[config.mk]
export PLATFORM = sky130hd
export DESIGN_NAME = universal_shift_register
export DESIGN_NICKNAME = d
export VERILOG_FILES = /design/src/rtl/universal_shift_register.sv
export SDC_FILE = /design/constraint.sdc
export NUM_CORES = 1
export LEC_CHECK = 0
export CAP_MARGIN = 20
export CELL_PAD_IN_SITES_DETAIL_PLACEMENT = 0
export CELL_PAD_IN_SITES_GLOBAL_PLACEMENT = 1
export CORE_MARGIN = 2
export CORE_UTILIZATION = 26
export DETAILED_ROUTE_END_ITERATION = 10
export PLACE_DENSITY = 0.86
export SETUP_SLACK_MARGIN = 0.5
export SYNTH_ARGS = -nofsm -noshare
export SYNTH_HDL_FRONTEND = slang
export SYNTH_SLANG_ARGS = --single-unit
[constraint.sdc]
create_clock -name clk -period 1.4 [get_ports clk]
set_clock_uncertainty 0.1 [all_clocks]
set_input_delay 0.42 -clock clk [delete_from_list [all_inputs] [get_ports clk]]
set_output_delay 0.42 -clock clk [all_outputs]
set_load 0.005 [all_outputs]
[src/rtl/universal_shift_register.sv]
// -----------------------------------------------------------------------------
// universal_shift_register
//
// WIDTH-bit register that holds, loads, shifts, rotates, clears or complements
// its contents once per rising clock edge, qualified by a clock enable.
//
// Parameters
//   WIDTH        register width in bits (must be >= 2)
//   RESET_VALUE  value forced into q while rst is high
//
// Ports
//   clk    in   1      single clock, rising edge
//   rst    in   1      asynchronous, active-high reset
//   en     in   1      clock enable; 0 holds q whatever the mode
//   mode   in   3      operation select (see mode_e)
//   d      in   WIDTH  parallel load data
//   sinl   in   1      serial bit entering at the MSB on shift right
//   sinr   in   1      serial bit entering at the LSB on shift left
//   q      out  WIDTH  register state
//   qb     out  WIDTH  bitwise complement of q
//   soutl  out  1      q[WIDTH-1], the bit a left shift/rotate pushes out
//   soutr  out  1      q[0], the bit a right shift/rotate pushes out
// -----------------------------------------------------------------------------
module universal_shift_register #(
  parameter int unsigned           WIDTH       = 8,
  parameter logic [WIDTH-1:0]      RESET_VALUE = '0
) (
  input  logic             clk,
  input  logic             rst,
  input  logic             en,
  input  logic [2:0]       mode,
  input  logic [WIDTH-1:0] d,
  input  logic             sinl,
  input  logic             sinr,
  output logic [WIDTH-1:0] q,
  output logic [WIDTH-1:0] qb,
  output logic             soutl,
  output logic             soutr
);

  typedef enum logic [2:0] {
    MODE_HOLD = 3'b000,
    MODE_LOAD = 3'b001,
    MODE_SHL  = 3'b010,
    MODE_SHR  = 3'b011,
    MODE_ROL  = 3'b100,
    MODE_ROR  = 3'b101,
    MODE_CLR  = 3'b110,
    MODE_INV  = 3'b111
  } mode_e;

  // Shifts and rotates slice q[WIDTH-2:0] / q[WIDTH-1:1], which only make
  // sense for at least two bits.
  if (WIDTH < 2) begin : g_width_check
    $error("universal_shift_register: WIDTH must be >= 2");
  end

  mode_e            mode_sel;
  logic [WIDTH-1:0] q_next;

  assign mode_sel = mode_e'(mode);

  // Next-state selection. Serial inputs appear only in the two shift arms, so
  // they cannot disturb any other operation.
  always_comb begin
    // NOTE: q_next is assigned before the case so every path drives it; a
    // missing branch would otherwise infer a latch.
    q_next = q;
    case (mode_sel)
      MODE_HOLD: q_next = q;
      MODE_LOAD: q_next = d;
      MODE_SHL:  q_next = {q[WIDTH-2:0], sinr};
      MODE_SHR:  q_next = {sinl, q[WIDTH-1:1]};
      MODE_ROL:  q_next = {q[WIDTH-2:0], q[WIDTH-1]};
      MODE_ROR:  q_next = {q[0], q[WIDTH-1:1]};
      MODE_CLR:  q_next = '0;
      MODE_INV:  q_next = ~q;
      default:   q_next = q;
    endcase
  end

  // State register: WIDTH flops, reset asynchronously, enabled by en.
  always_ff @(posedge clk or posedge rst) begin
    // NOTE: non-blocking assignment so every flop samples the pre-edge q;
    // blocking here would let rotate/shift read already-updated bits.
    if (rst) begin
      q <= RESET_VALUE;
    end else if (en) begin
      q <= q_next;
    end
  end

  // Derived outputs are pure decodes of the flops, so qb never lags q and the
  // shifted-out bit is visible before the edge that discards it.
  assign qb    = ~q;
  assign soutl = q[WIDTH-1];
  assign soutr = q[0];

endmodule

After elaboration in Yosys (flattened, before gate mapping)
Cells that the tools add are included.
- register bits after elaboration: 8
- output and inout bits: 18
- logic and storage cells: 13
- equal/unequal tests: 7
- multiplexer cells: 1
- bitwise gates (word level): 2
- reductions and logical operators: 2
- operators with widths (operator ; number):
    8-bit one-hot mux with 7 select lines ; 1
    3-bit == test, second input constant ; 4
    8-bit inverter ; 1
    3-bit by 2-bit == test with 1-bit output, second input constant ; 2
    3-bit by 1-bit == test with 1-bit output, second input constant ; 1
    3-bit logical NOT ; 1
    2-bit AND reduction ; 1
    1-bit inverter ; 1

Depth between registers and ports, before layout
Gate-level depths: netlist (run 1).
- depth after elaboration: 3
- depth in mapped cells: 6

Worst setup path after synthesis (run 1)
Ideal clock, no wire load.
- kind: input to register
- from: input mode[2]
- to: register q[0]
- library setup time: 0.095 ns
- data arrival time: 1.213 ns
- path slack: -0.008 ns
- stages on the path: 6
- cell sequence: or2_1 -> buf_6 -> o21ai_4 -> buf_6 -> nand2_1 -> o31ai_1
- word-level cells in the longest chain between the ends: 3
- ends and longest elaborated chain (element ; line ; RTL):
    start: declaration ; 31 ; input logic [2:0] mode,
    parallel branches: the longest is 3 deep, another holds 8-bit one-hot mux with 7 select lines ; -- ;
    end signal: assignment ; 89 ; q <= q_next;
    end: declaration ; 35 ; output logic [WIDTH-1:0] q,
Parallel ways; which one is timed is not known.
A chain may end at the register's enable or synchronous reset.

Worst setup path in the final report (run 1)
- from: register q[0]
- to: output soutr
- RTL lines (element ; line ; RTL):
    end: declaration ; 38 ; output logic soutr
No word-level cell between the ends.

==> results.sh, run 1 <==
export IMPL_ys_ff_latch=8
export IMPL_largest_register_ffs=8
export IMPL_gp_congestion=0.793
export IMPL_worst_slack_ns=-0.0342
export IMPL_synth_cells=74
export IMPL_layout_drive_gt1_share=0.507
export IMPL_die_h_um=53.4
export IMPL_synth_area_per_cell_um2=8.57
export IMPL_rrSetupSlack_ns=-0.01
export IMPL_crit_path_cell_trace="dlygate4sd2_1"
export IMPL_slew_violations=0
export IMPL_r2r_start="q[0]"
export IMPL_power_uw=1190
export IMPL_wl_per_cell_um=12.6
export IMPL_cts_hold_buf=0
export IMPL_hold_viol_final=0
export IMPL_cts_max_path_buffers=2
export IMPL_reg2reg_depth=7
export IMPL_core_um2=2250
export IMPL_drt_iter0_markers=7
export IMPL_grt_pass1_vias=761
export IMPL_vias=781
export IMPL_critical_path_depth=1
export IMPL_die_x_um=53.4
export IMPL_critPathMaxFanout=2
export IMPL_root_buffer="clkbuf_4"
export IMPL_finalNetCount=152
export IMPL_n_antenna_cell=0
export IMPL_synth_distinct_cells=22
export IMPL_utilization=0.575
export IMPL_rsz0062_at_grt="yes"
export IMPL_portBuffers=33
export IMPL_initial_core_util=0.281
export IMPL_cts_tree="done"
export IMPL_reg2reg_to="q[7]"
export IMPL_fin_crit_sh=1.02
export IMPL_htreeDepth=1
export IMPL_synthesis_area_um2=634
export IMPL_drv_cap=0
export IMPL_final_antenna_net_count=0
export IMPL_crit_slowest_cell="dfrtp_1"
export IMPL_yosys_area_top_type="dfrtp_1"
export IMPL_grt_first_pass_wirelength_um=3470
export IMPL_worstSetupStartpoint="q[0]"
export IMPL_drc=0
export IMPL_fmax_mhz=697
export IMPL_final_setup_viol_count=10
export IMPL_slowest_delay_ns=0.39
export IMPL_vias_per_cell=4.82
export IMPL_max_slew_margin=0.782
export IMPL_synth_top_area_frac=0.316
export IMPL_placementRows=17
export IMPL_ys_seq_area_frac=0.316
export IMPL_die_area_um2=2850
export IMPL_critPathCapture="soutr"
export IMPL_clock_sinks=8
export IMPL_leakagePower_uw=0.000621
export IMPL_outcome="complete, but fails checks"
export IMPL_violations="setup timing"
export IMPL_ir_drop_v=0.000495
export IMPL_arrival_ns=0.91
export IMPL_grt_max_degree=9
export IMPL_required_ns=0.88
export IMPL_top_regs="q (8)"
export IMPL_drtPass1Iterations=4
export IMPL_syn_num_nets=90
export IMPL_crit_buf_inv=1
export IMPL_cts_buffers=3
export IMPL_track_usage=0.170
export IMPL_clk_latency_ns=0.26
export IMPL_ys_top_cells_by_area="dfrtp_1, mux2i_1, o21ai_1, o221ai_1, inv_1"
export IMPL_period_needed_ns=1.43
export IMPL_end_kind="primary output"
export IMPL_io_pins=34
export IMPL_yosysWarnings=0
export IMPL_power_density_nw_per_um2=921
export IMPL_worst_pin_slew_ns=0.327
export IMPL_path_class="flip-flop to primary output"
export IMPL_placed_cells=144
export IMPL_hold_path_class="primary input to async pin"
export IMPL_regMostFlops="q"
export IMPL_routed_wl_um=2040
export IMPL_cpLargestDelayFamily="flip-flops"
export IMPL_startpoint_type="flip-flop"
export IMPL_clkSlewWorstSetupHoldPaths_ns=0.06
export IMPL_fin_setup_tns_ns=-0.140
export IMPL_area_growth_pct=104
export IMPL_antenna_found_initial=0
export IMPL_dp_hpwl_um=1320
export IMPL_grt_overflow_total=0
export IMPL_stdcell_count=162
## through the flow
stage	worst slack (ns)	hold slack, ns	cell area [um^2]
after global placement	-0.512	0.511	1080
after CTS	-0.0377	0.326	1260
final	-0.0342	0.314	1300
after global routing	-0.0971	0.358	1300
after floorplan	-0.00792	0.136	634
after detailed placement	-0.560	0.527	1080
## worst min-delay path by stage
stage,startpoint,end,slack (ns)
floorplan,rst,q[0],0.14
global placement,q[5],q[5],0.51
detailed placement,q[4],q[4],0.53
CTS,rst,q[3],0.33
global route,rst,q[6],0.36
finish,rst,q[3],0.31
## cell usage in the layout (no fill, tap or decap), types with 2 or more instances in the layout
cell type        netlist  final
nor2_1                 2      2
o221ai_1               6      5
o21ai_1               11     10
buf_4                  3     12
buf_2                  1     12
nand2_1                8      8
dfrtp_1                8      8
dlygate4sd2_1          0      2
inv_2                  0      5
o21ai_2                2      3
buf_16                 0      2
buf_6                  3     21
a21oi_1                2      2
clkdlybuf4s50_1        0     11
inv_1                  9      3
buf_12                 0      3
clkbuf_4               0      3
mux2i_1                9      8
## cells in the mapped netlist
| cell type | instances |
|---|---|
| and2_1 | 1 |
| nand2b_1 | 1 |
| a221oi_1 | 1 |
| inv_1 | 9 |
| o31ai_1 | 1 |
| buf_4 | 3 |
| buf_2 | 1 |
| mux2i_1 | 9 |
| o21ai_2 | 2 |
| nand3_1 | 1 |
| dfrtp_1 | 8 |
| nand2_1 | 8 |
| o22ai_1 | 1 |
| o21ai_1 | 11 |
| o221ai_1 | 6 |
| a21oi_1 | 2 |
| o21ai_0 | 1 |
| nand4b_1 | 1 |
| nor2_1 | 2 |
| buf_6 | 3 |
| or2_1 | 1 |
| o21ai_4 | 1 |
## repair_timing
item / in CTS / in global routing
setup buffers: 13 / 0
pin swaps: 12 / 7
resized for setup: 111 / 8
setup endpoints to repair: 26 / 26
gates cloned: 2 / 0
## layer usage
metal / vias to the layer above / share of wire / GRT usage
li1: 390 / - / -
met5: - / 0 / 0
met1: 355 / 0.42 / 0.210
met3: 5 / 0.089 / 0.0424
met2: 31 / 0.48 / 0.274
met4: 0 / 0.017 / 0.0812
## cell families (layout without fill, tap and decap cells)
logic type / after synthesis / after routing / share of synthesized area
AO/OA/AOI/OAI: 26 / 26 / 0.282
buffers and inverters: 16 / 76 / 0.150
AND/OR/NAND/NOR: 15 / 15 / 0.110
multiplexers: 9 / 9 / 0.142
flip-flops: 8 / 8 / 0.316
## cell type report
type | instances | area, um^2
Clock buffer | 3 | 22.5
Fill cell | 222 | 958
Inverter | 9 | 36.3
Multi-Input combinational cell | 50 | 358
Sequential cell | 8 | 200
Tap cell | 28 | 35.0
Timing Repair Buffer | 64 | 644
## where the power goes
| part | switching (uW) | internal (uW) | total (uW) |
|---|---|---|---|
| Sequential | 28.6 | 274 | 302 |
| Combinational | 271 | 437 | 708 |
| Clock | 85.6 | 98.6 | 184 |
| Total | 385 | 809 | 1190 |
Power figures use the tool's default switching activity.
==> run 2: changes to the inputs <==
CELL_PAD_IN_SITES_GLOBAL_PLACEMENT = 2   (was 1)
CORE_UTILIZATION = 20   (was 26)
==> results.sh, run 2 (synthesized netlist as in run 1, its figures left out) <==
export IMPL_layout_drive_gt1_share=0.523
export IMPL_top_regs="q (8)"
export IMPL_die_area_um2=3640
export IMPL_drtPass1Iterations=4
export IMPL_vias_per_cell=4.37
export IMPL_cts_hold_buf=0
export IMPL_power_density_nw_per_um2=923
export IMPL_violations="setup timing"
export IMPL_power_uw=1150
export IMPL_hold_viol_final=0
export IMPL_antenna_found_initial=0
export IMPL_fin_setup_tns_ns=-0.177
export IMPL_cts_max_path_buffers=2
export IMPL_combPwrFrac=0.577
export IMPL_regMostFlops="q"
export IMPL_arrival_ns=1.48
export IMPL_startpoint_type="flip-flop"
export IMPL_wl_per_cell_um=12.1
export IMPL_max_slew_margin=0.789
export IMPL_htreeDepth=1
export IMPL_cts_tree="done"
export IMPL_grt_pass1_vias=737
export IMPL_initial_core_util=0.210
export IMPL_clk_latency_ns=0.26
export IMPL_n_antenna_cell=0
export IMPL_final_setup_viol_count=7
export IMPL_critPathMaxFanout=4
export IMPL_required_ns=1.44
export IMPL_drt_iter0_markers=11
export IMPL_cts_buffers=3
export IMPL_final_antenna_net_count=0
export IMPL_drv_cap=0
export IMPL_clock_sinks=8
export IMPL_path_class="flip-flop to flip-flop"
export IMPL_portBuffers=33
export IMPL_p_sw_frac=0.329
export IMPL_grt_overflow_total=0
export IMPL_grt_max_degree=15
export IMPL_core_um2=3030
export IMPL_drc=0
export IMPL_power_internal_uw=770
export IMPL_rsz0062_at_grt="yes"
export IMPL_slew_violations=0
export IMPL_gp_congestion=0.816
export IMPL_preCtsSetupSlack_ns=-0.581
export IMPL_routed_wl_um=2110
export IMPL_end_kind="flip-flop"
export IMPL_p_switching_uw=378
export IMPL_vias=761
export IMPL_fin_crit_sh=1.03
export IMPL_die_x_um=60.3
export IMPL_finalNetCount=148
export IMPL_grt_first_pass_wirelength_um=3480
export IMPL_largest_register_ffs=8
export IMPL_root_buffer="clkbuf_4"
export IMPL_layout_common_cells="buf_2, buf_6, o21ai_1, clkdlybuf4s50_1, buf_4"
export IMPL_io_pins=34
export IMPL_ir_drop_v=0.000269
export IMPL_seqPwrFrac=0.268
export IMPL_clkPwrFrac=0.154
export IMPL_track_usage=0.135
export IMPL_worst_slack_ns=-0.0383
export IMPL_clkSlewWorstSetupHoldPaths_ns=0.05
export IMPL_leakagePower_uw=0.000583
export IMPL_dp_hpwl_um=1460
export IMPL_placementRows=20
export IMPL_outcome="complete, but fails checks"
export IMPL_hold_path_class="primary input to async pin"
export IMPL_area_growth_pct=95.9
export IMPL_layout_commonest_cell="buf_2"
export IMPL_die_h_um=60.3
export IMPL_period_needed_ns=1.44
export IMPL_worst_pin_slew_ns=0.316
export IMPL_fmax_mhz=695
run 2: changes by cell type in the layout (fill, tap and decap cells not counted), sizes merged:
cell,before,now
bufbuf,0,1
clkbuf,3,4
buf,51,46
dlygate4sd2,2,1
run 2: path summary, 6_finish.rpt:
| path | end | slack [ns] | start | cells past startpoint |
|---|---|---|---|---|
| hold reg to reg | q[5] | 0.55 | q[5] | 3 |
| setup / recovery | q[7] | -0.04 | q[0] | 7 |
| hold / removal | q[1] | 0.31 | rst | 2 |
| min in group clk | q[5] | 0.55 | q[5] | 3 |
| max in group asynchronous | q[5] | 0.65 | rst | 2 |
| setup reg to reg | q[7] | -0.04 | q[0] | 7 |
run 2: repair_timing:
action                                 CTS  global route
setup endpoints to repair               26            26
endpoints found under the hold margin    0             0
gates resized for setup                109             8
pin swaps                                9             6
cloned                                   1             0
setup buffers                            8             1
run 2: critical path: stages, from the launching register on:
cell and delay [ns]:
dfrtp_1 0.39, buf_6 0.13, buf_6 0.10, buf_6 0.11
mux2i_1 0.13, a21oi_1 0.09, o22ai_1 0.20, o21ai_2 0.07
run 2: cell type report:
class                      instances  area (um^2)
sequential                         8          200
multi-input combinational         50          383
timing repair buffer              60          546
clock buffer                       3         22.5
fill                             327         1790
tap                               44         55.1
inverter                           9         36.3
run 2: per-layer routing:
layer | part of all wire | GRT usage | wire, um | vias up
met4 | 0.035 | 0.108 | 73 | 0
met1 | 0.41 | 0.158 | 867 | 342
met2 | 0.47 | 0.216 | 994 | 34
met5 | 0 | 0 | 0 | -
met3 | 0.083 | 0.0216 | 174 | 5
li1 | - | - | - | 380
run 2: power by group through the flow:
stage                     Sequential, uW  Combinational, uW  Clock [uW]
after detailed placement             316                566           0
after floorplan                      336                194           0
after global routing                 313                723         211
after global placement               313                563           0
final                                308                662         177
after CTS                            307                641         188
run 2: metrics by stage:
step,instance area [um^2],instances,utilization,hold slack [ns]
final,1240,174,0.410,0.311
after global routing,1240,174,0.410,0.330
after CTS,1220,173,0.403,0.319
after detailed placement,1110,161,0.367,0.530
after global placement,1110,161,0.367,0.511
after floorplan,634,74,-,0.136
